===== src/rtl/demux_seq8.sv =====
// Serialises an 8-bit word onto a 1-to-8 demux: one bit per select value, each held HOLD cycles,
// followed by a one-cycle done pulse. All outputs are registered.
module demux_seq8 #(
    parameter int unsigned HOLD = 1
) (
    input  logic       clk,
    input  logic       rst_n,
    input  logic [7:0] din,
    input  logic       din_valid,
    output logic       din_ready,
    output logic       dout,
    output logic [2:0] sel,
    output logic       stb,
    output logic       done,
    output logic       busy
);

    localparam logic [1:0] StIdle = 2'd0;
    localparam logic [1:0] StSend = 2'd1;
    localparam logic [1:0] StDone = 2'd2;

    localparam logic [3:0] HoldLast = 4'(HOLD - 1);

    logic [1:0] state_q, state_d;
    logic [2:0] idx_q, idx_d;
    logic [3:0] hold_q, hold_d;
    logic [7:0] word_q, word_d;
    logic       send_d;

    always_comb begin
        state_d = state_q;
        idx_d   = idx_q;
        hold_d  = hold_q;
        word_d  = word_q;
        case (state_q)
            StIdle: begin
                // din_ready is high exactly in IDLE, so din_valid alone completes the handshake
                if (din_valid) begin
                    word_d  = din;
                    idx_d   = 3'd0;
                    hold_d  = 4'd0;
                    state_d = StSend;
                end
            end
            StSend: begin
                if (hold_q == HoldLast) begin
                    hold_d = 4'd0;
                    if (idx_q == 3'd7) begin
                        state_d = StDone;
                    end else begin
                        idx_d = idx_q + 3'd1;
                    end
                end else begin
                    hold_d = hold_q + 4'd1;
                end
            end
            StDone: begin
                state_d = StIdle;
            end
            default: begin
                state_d = StIdle;
            end
        endcase
    end

    assign send_d = (state_d == StSend);

    always_ff @(posedge clk or negedge rst_n) begin
        if (!rst_n) begin
            state_q <= StIdle;
            idx_q   <= 3'd0;
            hold_q  <= 4'd0;
            word_q  <= 8'h00;
        end else begin
            state_q <= state_d;
            idx_q   <= idx_d;
            hold_q  <= hold_d;
            word_q  <= word_d;
        end
    end

    // Outputs are registered from next-state values so they line up with the state they describe.
    // The select swizzle matches the downstream demux bit order.
    always_ff @(posedge clk or negedge rst_n) begin
        if (!rst_n) begin
            dout      <= 1'b0;
            sel       <= 3'b000;
            stb       <= 1'b0;
            done      <= 1'b0;
            busy      <= 1'b0;
            din_ready <= 1'b1;
        end else begin
            dout      <= send_d & word_d[idx_d];
            sel       <= send_d ? {idx_d[2], idx_d[0], idx_d[1]} : sel;
            stb       <= send_d;
            done      <= (state_d == StDone);
            busy      <= (state_d != StIdle);
            din_ready <= (state_d == StIdle);
        end
    end

endmodule

===== config.mk =====
export PLATFORM = sky130hd
export DESIGN_NAME = demux_seq8
export DESIGN_NICKNAME = d
export VERILOG_FILES = /design/src/rtl/demux_seq8.sv
export SDC_FILE = /design/constraint.sdc
export NUM_CORES = 1
export LEC_CHECK = 0
export ABC_AREA = 1
export CAP_MARGIN = 20
export CORE_MARGIN = 4
export CORE_UTILIZATION = 33
export CTS_CLUSTER_SIZE = 30
export DETAILED_ROUTE_END_ITERATION = 12
export PLACE_DENSITY = 0.65
export SYNTH_ARGS = -nofsm -noshare
export SYNTH_HDL_FRONTEND = slang
export SYNTH_SLANG_ARGS = --single-unit

===== constraint.sdc =====
create_clock -name clk -period 1.4 [get_ports clk]
set_input_delay 0.14 -clock clk [delete_from_list [all_inputs] [get_ports clk]]
set_output_delay 0.14 -clock clk [all_outputs]
set_load 0.03 [all_outputs]

==> metrics <==
die area 4600 um2; Yosys top cell area share 50.8%; post-route setup slack -0.130 ns; Seq pwr share 30.2%; switching fraction of total power between 40% and 50%; CTS max path bufs 2; GR Util All Layers 13.3%; layout cells sized above 1 39.8%; Worst-Skew Late Latency 0.33 ns; DP Worst Slack -0.176 ns; Mapped Cells 128; pwr/cell area 2290 nW/um2; Clk pwr share 8.5%; critical path class register to register; ANT nets after route 0; GPL Wtd Cong around 0.83; Area Growth Syn to Fin 46.2%; port buffer count 18; TritonCTS clock tree built; HPWL after DPL 1990 um; CP Launch Type register; Core ar. 3390 um2; post-placement cell area 1580 um2; first-pass GRT wire length 4570 um; failing checks negative setup slack; Yosys Warn Count 0; fin crit share 109%; Peak VDD IR 0.828 mV; vias in the first global route ~1100; fillcell total 300; FMAX 0.654 GHz; Die Wd 67.9 um; Rows 21; IO Pins 19; Synth top cells by count nand2_1, dfrtp_1, nand3_1, inv_1, nor2_1; largest net degree at the start of global routing 26; Final nets 191; total power 0.00396 W; Seq/Total Area, Yosys ~53%; gr ovfl total 0; post-synth top area cell dfrtp_1; Final Skew 0.00253 ns; crit path DAT between 1.5 and 2 ns; Netlist cell types 25; ys flop type dfrtp_1; DR pass1 iterations 4; Slew Limit Fails 0; outcome finished with violations; n_diodes 0; top-count cell post-synth nand2_1; Post-synth EDFFs 0; internal power 0.00222 W; initial antenna violation count 0; Slew headroom about four fifths; crit end category register; required time worst endpoint 1.68 ns; WL/cell 12.5 um; crit path time final 1.53 ns; Logic pwr share 61.3%; Initial Util 34.9%; # DRC 0; Total Wirelength roughly 2800 um; measured slew at the worst slew-check pin 0.315 ns; post-synthesis async set-or-reset flop share 100%; Psw 0.00173 W; synth top area cells dfrtp_1, nand2_1, nand3_1; synthesized net count about 140; leakage 0.854 nW; H-tree levels 1; Sink Count 25; via-per-instance ratio ~4.5; CTS root buf clkbuf_4; total number of vias between 1000 and 1500; flops & latches, synth 25; average size of a mapped cell around 9 um2; initial drt markers 56; RSZ-0062 raised after global routing true; Num CTS Buffers 3; DIE HEIGHT 67.9 um; max cap viols 0; Hold Path Class input port to async pin; Final Hold Viols 0; final setup fails 6; CTS clk-pin slew, worst paths 0.14 ns; synthesized cell area 1180 um2; crit path max fanout 5; Util after Layout about 51%; fin area 1730 um2
-- kinds of logic (layout without fill, tap and decap cells) --
kind of cell | after synthesis | in the layout | synth area share, %
AOI/OAI and AO/OA | 11 | 11 | 8.68
xor gates and xnor gates | 2 | 2 | 1.48
adders and majority gates | 3 | 3 | 3.17
buffers and inverters | 17 | 65 | 6.35
DFF | 25 | 25 | 53.0
and+or+nand+nor | 70 | 70 | 27.3
-- metal layers --
metal	vias up	part of all wire, %	track usage [%]
met3	5	3.0	1.48
met4	0	1.8	6.70
met1	478	46	15.3
met2	19	50	24.3
li1	500	-	-
met5	-	0	0
-- final timing paths --
check,startpoint,to,slack (ns),depth (start not counted)
max reg2reg,idx_q[1]$_DFF_PN0_,dout$_DFF_PN0_,-0.13,9
min in group clk,din[7],word_q[7]$_DFF_PN0_,0.37,3
min reg2reg,word_q[7]$_DFF_PN0_,word_q[7]$_DFF_PN0_,0.50,2
max,idx_q[1]$_DFF_PN0_,dout$_DFF_PN0_,-0.13,9
min,rst_n,state_q[1]$_DFF_PN0_,0.15,2
max in group asynchronous,rst_n,din_ready$_DFF_PN1_,0.96,2
-- power groups by stage --
stage | logic (W) | registers [W] | clock network, W
3_3_place_gp | 0.00206 | 0.00120 | 0
3_5_place_dp | 0.00212 | 0.00120 | 0
5_1_grt | 0.00267 | 0.00123 | 0.000368
2_1_floorplan | 0.00116 | 0.00136 | 0
6_report | 0.00243 | 0.00119 | 0.000337
4_1_cts | 0.00217 | 0.00118 | 0.000347
-- registers in the layout, summed over array words and instances, names as in the netlist --
signal / cells
word_q: 8
idx_q: 3
hold_q: 4
done: 1
busy: 1
dout: 1
stb: 1
sel: 3
din_ready: 1
state_q: 2
-- per-stage QoR --
stage	cells	hold WS (ns)	TNS, ns
global route	222	0.173	-1.04
finish	222	0.148	-0.373
global placement	212	0.465	-0.490
floorplan	128	-0.156	-0.0345
detailed placement	212	0.470	-0.598
CTS	219	0.156	-0.203
-- timing repair --
action	CTS	global route
resized for setup	17	15
setup endpoints to repair	13	8
pin swaps	6	8
hold buffers	0	0
gates cloned	0	0
hold endpoints to repair	0	0
buffers inserted	3	3
-- cell usage in the layout, fill, tap and decap left out, types with 2 or more instances in the layout --
master,n
buf_4,25
clkbuf_4,3
nor2_2,2
inv_1,8
clkdlybuf4s50_1,10
nand2_2,8
dfrtp_1,24
nand3_2,6
buf_6,2
nor2_4,2
dlygate4sd2_1,7
o21ai_0,3
nand2_1,32
nand2_4,4
nand3_1,7
inv_2,6
nand4_1,2
nor2_1,6
-- final cells by class --
class / count / area (um2) / area share [%]
clock buffers: 4 / 26.3 / 1.52
well taps: 46 / 57.6 / 3.33
flip-flops and latches: 25 / 627 / 36.3
repair buffers: 45 / 377 / 21.8
multi-input cells: 86 / 578 / 33.4
inverters: 16 / 63.8 / 3.69
-- worst max-delay path: stages, from the launching register on --
cell and delay (ns):
dfrtp_1 0.42, ha_2 0.22, nand2_4 0.09, nand3_4 0.09, o21bai_4 0.23, buf_4 0.15
nand3_1 0.08, nand3_2 0.08, nand3_2 0.05, nand2_1 0.06
No activity file was read; power rests on OpenSTA's default activity.
